`config.mk`:
```
export PLATFORM = sky130hd
export DESIGN_NAME = spatz_xmem_adapter
export DESIGN_NICKNAME = d
export VERILOG_FILES = /design/src/rtl/spatz_xmem_adapter.sv
export SDC_FILE = /design/constraint.sdc
export NUM_CORES = 1
export LEC_CHECK = 0
export BUFFER_PORTS_ARGS = -buffer_cell sky130_fd_sc_hd__buf_4
export CAP_MARGIN = 20
export CORE_AREA = 3 3 86 88
export DETAILED_ROUTE_END_ITERATION = 10
export DIE_AREA = 0 0 89 91
export PLACE_DENSITY_LB_ADDON = 0.2
export SETUP_SLACK_MARGIN = 0.02
export SLEW_MARGIN = 5
export SYNTH_ARGS = -nofsm -noshare
export SYNTH_HDL_FRONTEND = slang
export SYNTH_SLANG_ARGS = --single-unit
```
`constraint.sdc`:
```
create_clock -name clk_i -period 3 [get_ports clk_i]
set_input_delay 0.45 -clock clk_i [delete_from_list [all_inputs] [get_ports clk_i]]
set_output_delay 0.45 -clock clk_i [all_outputs]
set_load 0.02 [all_outputs]
```
`src/rtl/spatz_xmem_adapter.sv`:
```
// Bridges the Spatz VLSU X-interface memory port to a TCDM-style port with
// credit limiting and in-order ID tracking. Optional macro SPATZ_XMEM_RSP_REG_EN registers the result path.
module spatz_xmem_adapter #(
  parameter int unsigned AddrWidth      = 32,
  parameter int unsigned DataWidth      = 32,
  parameter int unsigned IdWidth        = 5,
  parameter int unsigned MaxOutstanding = 4,
  localparam int unsigned CntW          = $clog2(MaxOutstanding + 1)
) (
  input  logic                   clk_i,
  input  logic                   rst_ni,
  input  logic                   x_mem_valid_i,
  output logic                   x_mem_ready_o,
  input  logic [AddrWidth-1:0]   x_mem_addr_i,
  input  logic                   x_mem_we_i,
  input  logic [DataWidth/8-1:0] x_mem_be_i,
  input  logic [DataWidth-1:0]   x_mem_wdata_i,
  input  logic [IdWidth-1:0]     x_mem_id_i,
  output logic                   x_mem_result_valid_o,
  output logic [DataWidth-1:0]   x_mem_result_rdata_o,
  output logic [IdWidth-1:0]     x_mem_result_id_o,
  output logic                   mem_req_o,
  input  logic                   mem_gnt_i,
  output logic [AddrWidth-1:0]   mem_addr_o,
  output logic                   mem_we_o,
  output logic [DataWidth/8-1:0] mem_be_o,
  output logic [DataWidth-1:0]   mem_wdata_o,
  input  logic                   mem_rvalid_i,
  input  logic [DataWidth-1:0]   mem_rdata_i,
  output logic [CntW-1:0]        outstanding_o,
  output logic                   idle_o,
  output logic                   err_o
);
  localparam int unsigned PtrW = (MaxOutstanding > 1) ? $clog2(MaxOutstanding) : 1;
  localparam logic [CntW-1:0] MaxCnt  = CntW'(MaxOutstanding);
  localparam logic [PtrW-1:0] LastPtr = PtrW'(MaxOutstanding - 1);

  logic [CntW-1:0]           r_cnt;
  logic [PtrW-1:0]           r_wptr, r_rptr;
  logic                      r_err;
  logic [IdWidth-1:0]        r_meta_id [MaxOutstanding];
  logic [MaxOutstanding-1:0] r_meta_we;

  logic w_credit, w_push, w_pop, w_spur, w_res_valid;
  logic [IdWidth-1:0]   w_res_id;
  logic [DataWidth-1:0] w_res_rdata;

  function automatic logic [PtrW-1:0] f_inc(input logic [PtrW-1:0] p);
    return (p == LastPtr) ? '0 : p + PtrW'(1);
  endfunction

  // Credit comes from the registered count only, so a same-cycle pop never frees a slot early.
  assign w_credit = (r_cnt < MaxCnt);
  assign w_push   = x_mem_valid_i & mem_gnt_i & w_credit;
  assign w_pop    = mem_rvalid_i & (r_cnt != '0);
  assign w_spur   = mem_rvalid_i & (r_cnt == '0);

  assign mem_req_o     = x_mem_valid_i & w_credit;
  assign x_mem_ready_o = mem_gnt_i & w_credit;
  assign mem_addr_o    = x_mem_addr_i;
  assign mem_we_o      = x_mem_we_i;
  assign mem_be_o      = x_mem_be_i;
  assign mem_wdata_o   = x_mem_wdata_i;

  always_ff @(posedge clk_i or negedge rst_ni) begin
    if (!rst_ni) begin
      r_cnt  <= '0;
      r_wptr <= '0;
      r_rptr <= '0;
      r_err  <= 1'b0;
    end else begin
      if (w_push) r_wptr <= f_inc(r_wptr);
      if (w_pop)  r_rptr <= f_inc(r_rptr);
      if (w_push && !w_pop)      r_cnt <= r_cnt + CntW'(1);
      else if (!w_push && w_pop) r_cnt <= r_cnt - CntW'(1);
      if (w_spur) r_err <= 1'b1;
    end
  end

  // Metadata storage needs no reset: pointers and count define validity.
  always_ff @(posedge clk_i) begin
    if (w_push) begin
      r_meta_id[r_wptr] <= x_mem_id_i;
      r_meta_we[r_wptr] <= x_mem_we_i;
    end
  end

  assign w_res_valid = w_pop & ~r_meta_we[r_rptr];
  assign w_res_rdata = w_res_valid ? mem_rdata_i : '0;
  assign w_res_id    = w_res_valid ? r_meta_id[r_rptr] : '0;

  assign outstanding_o = r_cnt;
  assign err_o         = r_err;

`ifdef SPATZ_XMEM_RSP_REG_EN
  logic                 r_res_valid;
  logic [DataWidth-1:0] r_res_rdata;
  logic [IdWidth-1:0]   r_res_id;

  always_ff @(posedge clk_i or negedge rst_ni) begin
    if (!rst_ni) begin
      r_res_valid <= 1'b0;
      r_res_rdata <= '0;
      r_res_id    <= '0;
    end else begin
      r_res_valid <= w_res_valid;
      r_res_rdata <= w_res_rdata;
      r_res_id    <= w_res_id;
    end
  end

  assign x_mem_result_valid_o = r_res_valid;
  assign x_mem_result_rdata_o = r_res_rdata;
  assign x_mem_result_id_o    = r_res_id;
  assign idle_o               = (r_cnt == '0) & ~r_res_valid;
`else
  assign x_mem_result_valid_o = w_res_valid;
  assign x_mem_result_rdata_o = w_res_rdata;
  assign x_mem_result_id_o    = w_res_id;
  assign idle_o               = (r_cnt == '0);
`endif

endmodule
```
# ---- After elaboration in Yosys (flattened, before gate mapping)
# Memories as Yosys holds them, arrays and structs flattened.
# Index checks and enable logic that the tools add are counted.
dict set report totals {
  ff_bits 12
  mem_bits_rw 20
  out_inout_bits 114
  memories 1
}
# name depth width rd rd_ports_with_merged_regs write_ports line_no
set memory_table {}
lappend memory_table {r_meta_id 4 5 1 0 1 41} ;# logic [IdWidth-1:0] r_meta_id [MaxOutstanding];
dict set report classes {
  n_addsub 4
  order_cmp 4
  n_eq_ne 2
  muxes 13
  n_bitwise 8
  n_reduce_logical 8
}
# op n
set ops {}
lappend ops {{32-bit two-way mux} 1}
lappend ops {{1-bit AND} 7}
lappend ops {{2-bit by 3-bit less-than comparator with 1-bit output, second input constant} 2}
lappend ops {{3-bit two-way mux} 2}
lappend ops {{5-bit two-way mux} 1}
lappend ops {{2-bit by 1-bit adder with 2-bit output, second input constant} 2}
lappend ops {{4-bit bitwise mux} 1}
lappend ops {{2-bit equality test, second input constant} 2}
lappend ops {{1-bit two-way mux} 4}
lappend ops {{2-bit two-way mux} 2}
lappend ops {{3-bit by 1-bit adder with 3-bit output, second input constant} 1}
lappend ops {{1-bit logical AND} 3}
lappend ops {{3-bit logical NOT} 1}
lappend ops {{3-bit less-than comparator, second input constant} 1}
lappend ops {{3-bit nonzero test} 1}
lappend ops {{3-bit by 1-bit subtractor with 3-bit output, second input constant} 1}
lappend ops {{1-bit binary-select mux with 2-bit select} 1}
lappend ops {{1-bit demux with 2-bit select} 1}
lappend ops {{2-bit by 1-bit >= comparator with 1-bit output, second input constant} 1}
lappend ops {{1-bit logical NOT} 2}
lappend ops {{2-bit nonzero test} 1}
lappend ops {{1-bit inverter} 1}

# ---- Logic depth before layout (Yosys ltp)
# Gate-level depths: netlist (run 1).
dict set report depth {
  word_depth 6
  depth_mapped 8
}

# ---- Least setup slack after synthesis (run 1)
# OpenSTA, ideal clock, no wires.
dict set report synth_timing {
  path_kind {reg-to-output}
  from {reg r_rptr[0]}
  to {out x_mem_result_rdata_o[0]}
  arrival_ns 1.574
  required_time_ns 2.550
  setup_slack_ns 0.976
  stages_incl_launch_ff 7
  path_buffers 3
  cell_sequence {dfrtp_1 > buf_6 > mux4_2 > nor2_1 > buf_4 > buf_6 > and2_1}
}
dict set report synth_via {
  elab_chain_len 5
}
# element line_no
set synth_rtl {}
lappend synth_rtl {{start: declaration} 39} ;# logic [PtrW-1:0] r_wptr, r_rptr;
lappend synth_rtl {{start signal: assignment} 73} ;# if (w_pop) r_rptr <= f_inc(r_rptr);
lappend synth_rtl {{1-bit binary-select mux with 2-bit select} 88} ;# assign w_res_valid = w_pop & ~r_meta_we[r_rptr];
lappend synth_rtl {{1-bit two-way mux (not written as such)} 88}
lappend synth_rtl {{1-bit inverter} 88}
lappend synth_rtl {{1-bit AND} 88}
lappend synth_rtl {{32-bit two-way mux} 89} ;# assign w_res_rdata = w_res_valid ? mem_rdata_i : '0;
lappend synth_rtl {{end: declaration} 20} ;# output logic [DataWidth-1:0] x_mem_result_rdata_o,
# Every way passes these cells. The select of a mux whose other input is x is not followed.

# ---- Worst setup path after layout (run 1)
dict set report layout_timing {
  from {reg r_rptr[0]}
  to {out x_mem_result_rdata_o[7]}
}
# The elaborated chain is that of the path after synthesis.

==> impl_metrics.env, run 1 <==
export IMPL_finalSetupTns_ns=0
export IMPL_clock_root_buffer="clkbuf_8"
export IMPL_instances_no_fill=288
export IMPL_crit_family="flip-flops"
export IMPL_fin_worst_skew_ns=0.00695
export IMPL_clockBufferDepth=2
export IMPL_final_hold_violation_count=0
export IMPL_synth_edff_count=24
export IMPL_ioPinCount=225
export IMPL_ys_warn_count=0
export IMPL_hold_class="in -> reg"
export IMPL_synth_fp_nets=303
export IMPL_period_needed_ns=2.64
export IMPL_nets=325
export IMPL_yosysUniqueCellTypes=22
export IMPL_synth_common_cells="buf_4, and2_1, edfxtp_1"
export IMPL_clock_latency_ns=0.28
export IMPL_die_height_microns=91
export IMPL_synth_cells=185
export IMPL_clockPowerShare_pct=20.4
export IMPL_ant_nets=0
export IMPL_cp_start_kind="flop"
export IMPL_netlist_top_cells_area="edfxtp_1, buf_4, and2_1"
export IMPL_async_flop_share_pct=25.0
export IMPL_max_stage_delay_ns=0.64
export IMPL_crit_path_cell_trace="mux4_2 -> nor2_2 -> buf_4 -> and2_1 -> buf_4"
export IMPL_cts_resized=0
export IMPL_cts_clk_slew_worst_paths_ns=0.07
export IMPL_cts_buffers=5
export IMPL_grt_pass1_wl_microns=8780
export IMPL_synth_seq_cells=32
export IMPL_die_area_sq_um=8100
export IMPL_grt_usage_pct=15.5
export IMPL_cpMostUsedCell="buf_4"
export IMPL_worstPathArrival_ns=2.19
export IMPL_routed_via_density=4.41
export IMPL_ys_flop_type="edfxtp_1"
export IMPL_core_area_sq_um=6720
export IMPL_maxCapViolCount=0
export IMPL_worst_r2r_cell_count=7
export IMPL_grt_max_degree=29
export IMPL_seq_power_share_pct=34.4
export IMPL_htree_levels=2
export IMPL_grt_pass1_vias=1332
export IMPL_port_buffer_count=88
export IMPL_status="completed"
export IMPL_switching_share_pct=36.2
export IMPL_register_area_sq_um=921
export IMPL_tritoncts="built"
export IMPL_post_dp_hpwl_microns=5570
export IMPL_slew_headroom_pct=68.2
export IMPL_power_density_nw_per_um2=793
export IMPL_initial_core_util_pct=31.7
export IMPL_die_w_microns=89
export IMPL_worst_path_stages=5
export IMPL_yosysSeqAreaShare_pct=43.3
export IMPL_yosysMostFrequentCell="buf_4"
export IMPL_drt_initial_drc_count=38
export IMPL_worst_pin_slew_ns=0.474
export IMPL_combPwrFrac_pct=45.3
export IMPL_dp_cells=279
export IMPL_area_delta_synth_final_pct=15.2
export IMPL_dr_pass1_iters=3
export IMPL_hold_path_depth=1
export IMPL_min_period_over_period_pct=88.1
export IMPL_rsz0062_at_grt="no"
export IMPL_antenna_cells=0
export IMPL_gp_congestion=0.744
export IMPL_end_kind="primary output"
export IMPL_crit_type="reg -> out"
export IMPL_grt_ovfl_total=0
export IMPL_multi_input_area_sq_um=626
export IMPL_synth_top_area_share_pct=33.9
export IMPL_postSynthAreaPerCell_sq_um=11.5
export IMPL_netlist_area_sq_um=2130
export IMPL_setup_viol=0
export IMPL_drive_gt1_share_pct=51.0
export IMPL_via_count=1270
export IMPL_path_max_fanout=28
export IMPL_antenna_found_initial=0
export IMPL_drcViolationCount=0
export IMPL_hold_buffers=1
export IMPL_p_leak_nw=1.10
export IMPL_yosysTopAreaCell="edfxtp_1"
export IMPL_cp_slowest_cell="dfrtp_1"
export IMPL_fmax_mhz=378
export IMPL_fill_cells=677
export IMPL_rows=30
export IMPL_post_drt_wl_per_cell_microns=22.7
export IMPL_p_int_mw=1.24
export IMPL_switchingPower_mw=0.702
export IMPL_cts_setup_buffers=0
export IMPL_required_ns=2.55
export IMPL_irDropWorstVdd_mv=0.295
export IMPL_path_buf_inv=2
export IMPL_slew_violations=0
export IMPL_cts_sinks=32
export IMPL_drt_total_wl_microns=6530
cell usage in the layout (no fill, tap or decap), types with 2 or more instances in the layout:
master / n
buf_4: 90
and2_1: 41
edfxtp_1: 24
dfrtp_1: 8
mux4_2: 6
ha_1: 6
clkbuf_8: 5
inv_1: 3
nor3_1: 2
nor2b_1: 2
nor2_1: 2
nand2_1: 2
o21ai_0: 2
a21o_1: 2
mux2_2: 2
xor2_1: 2
clkinv_1: 2
path summary, 6_finish.rpt:
kind	start	end	slack (ns)
hold / removal	x_mem_id_i[3]	r_meta_id[0][3]	0.37
min in group asynchronous	rst_ni	outstanding_o[1]	0.52
hold reg to reg	err_o	err_o	0.46
max in group asynchronous	rst_ni	r_wptr[1]	2.34
setup / recovery	r_rptr[0]	x_mem_result_rdata_o[7]	0.36
setup reg to reg	outstanding_o[1]	outstanding_o[2]	0.88
flip-flops by register name (all words and copies together) (netlist names):
name	count
r_meta_id	20
r_meta_we	4
outstanding_o	3
r_rptr	2
r_wptr	2
err_o	1
power by group through the flow:
stage               logic (mW)  clock network [mW]  registers, mW
detailed placement       0.895                   0          0.680
global placement         0.897                   0          0.681
global route             0.956               0.436          0.688
finish                   0.879               0.395          0.667
CTS                      0.901               0.408          0.671
floorplan                0.706                   0          0.657
routing by layer:
metal / wire (microns) / global-route usage, % / share of wire, % / up-vias
met4: 169 / 6.45 / 2.6 / 2
li1: - / - / - / 577
met5: 71 / 6.99 / 1.1 / -
met1: 1830 / 13.8 / 28 / 576
met2: 2800 / 21.3 / 43 / 91
met3: 1660 / 17.5 / 25 / 24
logic make-up (layout without fill, tap and decap cells):
family	after synthesis	count (layout)	synth area share, %
xor+xnor	3	3	1.24
fa+ha+maj	7	7	4.47
mux	8	8	7.41
simple gates	51	51	14.4
buf+inv	79	102	27.4
compound gates	5	5	1.76
flops	32	32	43.3
layout make-up:
cell class	count	share of cell area [%]
multi-input combinational	74	25.5
clock inverter	3	1.53
sequential	32	37.6
tap	80	4.09
clock buffer	5	2.81
inverter	3	0.460
timing repair buffer	91	28.0
stage by stage:
step	utilization, %	total power [mW]	hold WS (ns)	worst slack [ns]	area, sq um
after floorplan	-	1.36	0.154	0.976	2130
after global placement	34.7	1.58	0.281	0.586	2330
final	36.5	1.94	0.371	0.357	2450
after CTS	36.5	1.98	0.360	0.285	2450
after global routing	36.5	2.08	0.358	0.132	2450
after detailed placement	34.7	1.58	0.280	0.610	2330
Note: power is estimated with default switching activity, not from simulation.
==> run 2, diff against run 1 <==
--- a/config.mk
+++ b/config.mk
@@ -5,6 +5,7 @@
 export SDC_FILE = /design/constraint.sdc
 export NUM_CORES = 1
 export LEC_CHECK = 0
+export ABC_AREA = 1
 export BUFFER_PORTS_ARGS = -buffer_cell sky130_fd_sc_hd__buf_4
 export CAP_MARGIN = 20
 export CORE_AREA = 3 3 86 88
==> run 2 against run 1 <==
Fmax increased by 11%. Final area grew 12%. Core utilization rose by 4.3 points. Critical path type unchanged. Largest cell class unchanged. Flip-flop and latch count is the same. Final cell count grew 40%. Clock power fell by 25%. Combinational power increased by 33%. Highest routed layer unchanged. Critical endpoint is now x_mem_result_rdata_o[5]. Global-route usage is 2.3 points higher.
==> impl_metrics.env, run 2 <==
export IMPL_status="completed"
export IMPL_antenna_cells=0
export IMPL_setup_viol=0
export IMPL_antenna_found_initial=0
export IMPL_yosysUniqueCellTypes=21
export IMPL_clockPowerShare_pct=14.1
export IMPL_p_leak_nw=1.51
export IMPL_post_dp_hpwl_microns=6470
export IMPL_nets=441
export IMPL_area_delta_synth_final_pct=12.2
export IMPL_crit_type="reg -> out"
export IMPL_synth_simple_gate_area_share_pct=20.2
export IMPL_tritoncts="built"
export IMPL_via_count=1720
export IMPL_synth_xor_area_share_pct=0.718
export IMPL_switchingPower_mw=0.945
export IMPL_core_area_sq_um=6720
export IMPL_p_int_mw=1.17
export IMPL_clock_root_buffer="clkbuf_8"
export IMPL_die_w_microns=89
export IMPL_path_max_fanout=38
export IMPL_synth_cells=301
export IMPL_cp_start_kind="flop"
export IMPL_cp_slowest_cell="dfrtp_1"
export IMPL_cts_sinks=32
export IMPL_ys_warn_count=0
export IMPL_ant_nets=0
export IMPL_port_buffer_count=88
export IMPL_die_area_sq_um=8100
export IMPL_cts_setup_buffers=0
export IMPL_synth_top_area_share_pct=29.5
export IMPL_seq_power_share_pct=30.6
export IMPL_switching_share_pct=44.7
export IMPL_worst_pin_slew_ns=0.624
export IMPL_min_period_over_period_pct=79.7
export IMPL_yosysSeqAreaShare_pct=37.7
export IMPL_layout_common_cells="buf_4, inv_1, nand2_1, nor2_1, edfxtp_1"
export IMPL_drive_gt1_share_pct=36.7
export IMPL_required_ns=2.55
export IMPL_dr_pass1_iters=4
export IMPL_synth_top_family_by_area="buffers and inverters"
export IMPL_hold_class="in -> reg"
export IMPL_post_drt_wl_per_cell_microns=18.7
export IMPL_irDropWorstVdd_mv=0.421
export IMPL_gp_congestion=0.741
export IMPL_clock_latency_ns=0.27
export IMPL_grt_ovfl_total=0
export IMPL_synth_edff_count=24
export IMPL_async_flop_share_pct=25.0
export IMPL_grt_pass1_wl_microns=10400
export IMPL_rsz0062_at_grt="no"
export IMPL_ioPinCount=225
export IMPL_fin_util_pct=40.8
export IMPL_combPwrFrac_pct=55.3
export IMPL_finalSetupTns_ns=0
export IMPL_largest_reg_flops=20
export IMPL_postSynthAreaPerCell_sq_um=8.11
export IMPL_netlist_area_sq_um=2440
export IMPL_slew_headroom_pct=58.2
export IMPL_synth_compound_area_share_pct=1.79
export IMPL_initial_core_util_pct=36.3
export IMPL_fmax_mhz=418
export IMPL_clockBufferDepth=2
export IMPL_synth_mux_area_share_pct=0
export IMPL_die_height_microns=91
export IMPL_drcViolationCount=0
export IMPL_synth_adder_area_share_pct=3.90
export IMPL_grt_usage_pct=17.8
export IMPL_drt_initial_drc_count=54
export IMPL_power_density_nw_per_um2=772
export IMPL_period_needed_ns=2.39
export IMPL_grt_max_degree=39
export IMPL_drt_total_wl_microns=7560
export IMPL_ys_flop_type="edfxtp_1"
export IMPL_cts_resized=0
export IMPL_synth_seq_cells=32
export IMPL_yosysMostFrequentCell="inv_1"
export IMPL_hold_buffers=1
export IMPL_synth_fp_nets=419
export IMPL_hold_slack_ns=0.377
export IMPL_grt_pass1_vias=1711
export IMPL_worstPathArrival_ns=1.94
export IMPL_synth_common_cells="inv_1, buf_4, nand2_1"
export IMPL_netlist_top_cells_area="edfxtp_1, buf_4, inv_1"
export IMPL_cts_buffers=5
export IMPL_htree_levels=2
export IMPL_crit_path_cell_trace="inv_2 -> nand2_1 -> nand3_1 -> nand3_2 -> buf_12 -> nor2_1 -> buf_4"
export IMPL_cts_clk_slew_worst_paths_ns=0.06
export IMPL_rows=30
export IMPL_crit_family="buffers and inverters"
export IMPL_yosysTopAreaCell="edfxtp_1"
export IMPL_routed_via_density=4.26
export IMPL_path_buf_inv=3
export IMPL_fin_worst_skew_ns=0.00616
export IMPL_final_hold_violation_count=0
export IMPL_maxCapViolCount=0
export IMPL_final_common_cell="buf_4"
export IMPL_slew_violations=0
export IMPL_end_kind="primary output"
export IMPL_top_register="r_meta_id"
export IMPL_max_stage_delay_ns=0.62
[run 2: changes by cell type after synthesis, moves of 3 or more]
| cell | previous run | this run |
|---|---|---|
| mux4_2 | 6 | 0 |
| nor2_4 | 0 | 9 |
| nand3_1 | 0 | 14 |
| nor2_1 | 3 | 25 |
| nand2_1 | 2 | 40 |
| and2_1 | 41 | 0 |
| inv_1 | 3 | 76 |
| inv_2 | 0 | 3 |
| nor2_2 | 0 | 11 |
[run 2: per-layer routing]
metal	vias up	track usage, %	wire, microns
li1	843	-	-
met1	723	18.2	2400
met2	142	26.5	3380
met3	8	15.8	1600
met4	4	3.72	78
met5	-	9.79	108
[run 2: power by group through the flow]
stage	logic (mW)	registers, mW	clock network, mW
2_1_floorplan	0.908	0.650	0
3_3_place_gp	1.17	0.655	0
3_5_place_dp	1.18	0.655	0
4_1_cts	1.19	0.646	0.307
5_1_grt	1.30	0.662	0.327
6_report	1.17	0.647	0.298
[run 2: stage by stage]
step	power, mW	cells	setup WS (ns)	area (sq um)
floorplan	1.56	301	0.836	2440
finish	2.11	404	0.609	2740
global placement	1.83	395	0.936	2650
global route	2.29	404	0.412	2740
CTS	2.14	404	0.583	2740
detailed placement	1.84	395	0.894	2650
[run 2: layout make-up]
| type | count | area, sq um |
|---|---|---|
| fillers | 684 | 3980 |
| flip-flops and latches | 32 | 921 |
| repair buffers | 90 | 691 |
| multi-input cells | 115 | 651 |
| inverters | 79 | 297 |
| well taps | 80 | 100 |
| clock buffers | 7 | 76.3 |
| clock inverters | 1 | 3.75 |
[run 2: kinds of logic after synthesis]
kind of cell               after synthesis
buffers and inverters                  154
and+or+nand+nor                        100
DFF                                     32
adders and majority gates                7
AOI/OAI and AO/OA                        6
xor gates and xnor gates                 2
[run 2: final timing paths]
| kind | from | cells past startpoint | to | slack [ns] |
|---|---|---|---|---|
| worst max register to register | outstanding_o[2] | 9 | outstanding_o[2] | 1.02 |
| worst min register to register | err_o | 1 | err_o | 0.47 |
| worst max-delay path | r_rptr[0] | 7 | x_mem_result_rdata_o[5] | 0.61 |
| worst min-delay path | x_mem_id_i[1] | 1 | r_meta_id[2][1] | 0.38 |
| min in group asynchronous | rst_ni | 2 | outstanding_o[1] | 0.54 |
| max in group asynchronous | rst_ni | 2 | r_rptr[1] | 2.33 |
==> run 3, diff against run 2 <==
--- a/config.mk
+++ b/config.mk
@@ -5,12 +5,12 @@
 export SDC_FILE = /design/constraint.sdc
 export NUM_CORES = 1
 export LEC_CHECK = 0
-export ABC_AREA = 1
+export ABC_AREA = 0
 export BUFFER_PORTS_ARGS = -buffer_cell sky130_fd_sc_hd__buf_4
 export CAP_MARGIN = 20
-export CORE_AREA = 3 3 86 88
+export CORE_AREA = 3 3 87 89
 export DETAILED_ROUTE_END_ITERATION = 10
-export DIE_AREA = 0 0 89 91
+export DIE_AREA = 0 0 90 92
 export PLACE_DENSITY_LB_ADDON = 0.2
 export SETUP_SLACK_MARGIN = 0.02
 export SLEW_MARGIN = 5
==> constraint.sdc (replaced) <==
create_clock -name clk_i -period 2.2 [get_ports clk_i]
set_input_delay 0.33 -clock clk_i [delete_from_list [all_inputs] [get_ports clk_i]]
set_output_delay 0.33 -clock clk_i [all_outputs]
set_load 0.02 [all_outputs]
==> run 3 against run 2 <==
Clock skew fell by 0.0028 ns. Via count fell by 26%. Worst hold slack got worse by 0.12 ns. Non-clock buffer count increased by 5. Register-to-register slack got worse by 0.70 ns. Final area down 7.9%. Global-route usage fell by 3.9 points. Count of clock-buffer cells in the layout shrank 2. Sequential share of layout area rose by 2.9 points. Clock power increased by 81%. Largest cell class unchanged.
==> impl_metrics.env, run 3 (synthesis results as in run 1) <==
export IMPL_status="completed"
export IMPL_grt_util_met3_pct=16.7
export IMPL_slew_headroom_pct=77.6
export IMPL_required_ns=1.87
export IMPL_initial_core_util_pct=31.1
export IMPL_irDropWorstVdd_mv=0.408
export IMPL_fill_cells=707
export IMPL_die_height_microns=92
export IMPL_period_needed_ns=2.11
export IMPL_routed_via_density=4.11
export IMPL_tritoncts="built"
export IMPL_core_area_sq_um=6830
export IMPL_max_stage_delay_ns=0.53
export IMPL_grt_busiest_layer="met2"
export IMPL_final_hold_violation_count=0
export IMPL_worst_pin_slew_ns=0.335
export IMPL_grt_usage_pct=13.9
export IMPL_cp_start_kind="flop"
export IMPL_finalSetupTns_ns=0
export IMPL_area_delta_synth_final_pct=18.6
export IMPL_path_buf_inv=2
export IMPL_hold_class="in -> reg"
export IMPL_htree_levels=2
export IMPL_use_met1_pct=12.4
export IMPL_crit_type="reg -> out"
export IMPL_clock_root_buffer="clkbuf_8"
export IMPL_clockBufferDepth=2
export IMPL_path_max_fanout=29
export IMPL_p_total_mw=2.73
export IMPL_port_buffer_count=88
export IMPL_drive_gt1_share_pct=52.8
export IMPL_rsz0062_at_grt="yes"
export IMPL_largest_reg_flops=20
export IMPL_cp_slowest_cell="mux4_2"
export IMPL_post_dp_hpwl_microns=5010
export IMPL_end_kind="primary output"
export IMPL_crit_family="multiplexers"
export IMPL_antenna_found_initial=0
export IMPL_min_period_over_period_pct=95.9
export IMPL_grt_pass1_vias=1366
export IMPL_p_leak_nw=1.12
export IMPL_power_density_nw_per_um2=1080
export IMPL_setup_viol=0
export IMPL_nets=329
export IMPL_final_common_cell="buf_4"
export IMPL_rows=30
export IMPL_grt_max_degree=30
export IMPL_die_area_sq_um=8280
export IMPL_drt_total_wl_microns=5960
export IMPL_ant_nets=0
export IMPL_top_register="r_meta_id"
export IMPL_via_count=1265
export IMPL_cts_buffers=5
export IMPL_crit_path_cell_trace="mux4_2 -> nor2_4 -> buf_12 -> and2_1 -> buf_4"
export IMPL_cts_clk_slew_worst_paths_ns=0.07
export IMPL_fmax_mhz=474
export IMPL_slew_violations=0
export IMPL_grtUsageMet2_pct=19.4
export IMPL_ioPinCount=225
export IMPL_clock_latency_ns=0.27
export IMPL_gp_congestion=0.735
export IMPL_die_w_microns=90
export IMPL_grt_pass1_wl_microns=8550
export IMPL_dr_pass1_iters=2
export IMPL_drt_initial_drc_count=37
export IMPL_cts_sinks=32
export IMPL_post_drt_wl_per_cell_microns=19.3
export IMPL_drcViolationCount=0
export IMPL_grt_ovfl_total=0
export IMPL_antenna_cells=0
export IMPL_fin_worst_skew_ns=0.00332
export IMPL_worstPathArrival_ns=1.78
export IMPL_maxCapViolCount=0
export IMPL_layout_common_cells="buf_4, and2_1, edfxtp_1, dfrtp_1"
[run 3: changes by cell type in the layout (fill, tap and decap cells not counted), sizes merged, moves of 5 or more]
cell,previous run,this run
nor2,45,3
nand2,40,2
nand3,15,0
mux4,0,6
inv,79,3
and2,0,41
buf,89,94
[run 3: path summary, 6_finish.rpt]
kind	start	to	slack [ns]	cells after the start
max	r_rptr[0]	x_mem_result_rdata_o[25]	0.09	5
min	x_mem_id_i[3]	r_meta_id[0][3]	0.26	1
max reg2reg	outstanding_o[1]	outstanding_o[2]	0.32	7
min reg2reg	err_o	err_o	0.46	1
max in group asynchronous	rst_ni	r_wptr[0]	1.66	2
min in group asynchronous	rst_ni	r_rptr[0]	0.41	2
[run 3: routing by layer]
metal,part of all wire [%],wire [microns]
met5,0,0
met4,2.6,157
met3,25,1510
met2,42,2480
met1,30,1810
[run 3: cell type report]
| cell class | instances | area, sq um | area share, % |
|---|---|---|---|
| timing repair buffer | 95 | 728 | 28.9 |
| clock buffer | 5 | 68.8 | 2.73 |
| inverter | 3 | 11.3 | 0.446 |
| tap | 96 | 120 | 4.76 |
| sequential | 32 | 921 | 36.5 |
| multi-input combinational | 74 | 631 | 25.0 |
| clock inverter | 3 | 42.5 | 1.69 |
[run 3: timing repair]
item / in CTS / in global routing
hold buffers: 1 / 0
setup buffers: 0 / 0
endpoints found under the setup margin: 0 / 37
hold endpoints to repair: 8 / 0
gates resized for setup: 0 / 1
[run 3: power by group]
| part | switching, mW | internal, mW |
|---|---|---|
| registers | 0.0915 | 0.761 |
| logic | 0.681 | 0.657 |
| clock network | 0.205 | 0.335 |
[run 3: per-stage QoR]
step                      setup WS, ns  instances  utilization (%)  hold WS, ns  cell area [sq um]
final                           0.0893        308             36.9        0.258               2520
after global routing            0.0102        308             36.9        0.248               2520
after CTS                       0.0278        308             36.8        0.250               2520
after detailed placement         0.327        299             35.1        0.156               2400
after global placement           0.354        299             35.1        0.157               2400
after floorplan                  0.183        185                -       0.0344               2130
[run 3: worst reg2reg max path: stages, from the launching register on]
cell and delay, ns:
dfrtp_1 0.43, o31ai_2 0.29, ha_1 0.24, inv_1 0.06, fa_1 0.38, xor2_1 0.15
nor2_1 0.12, xor2_1 0.14
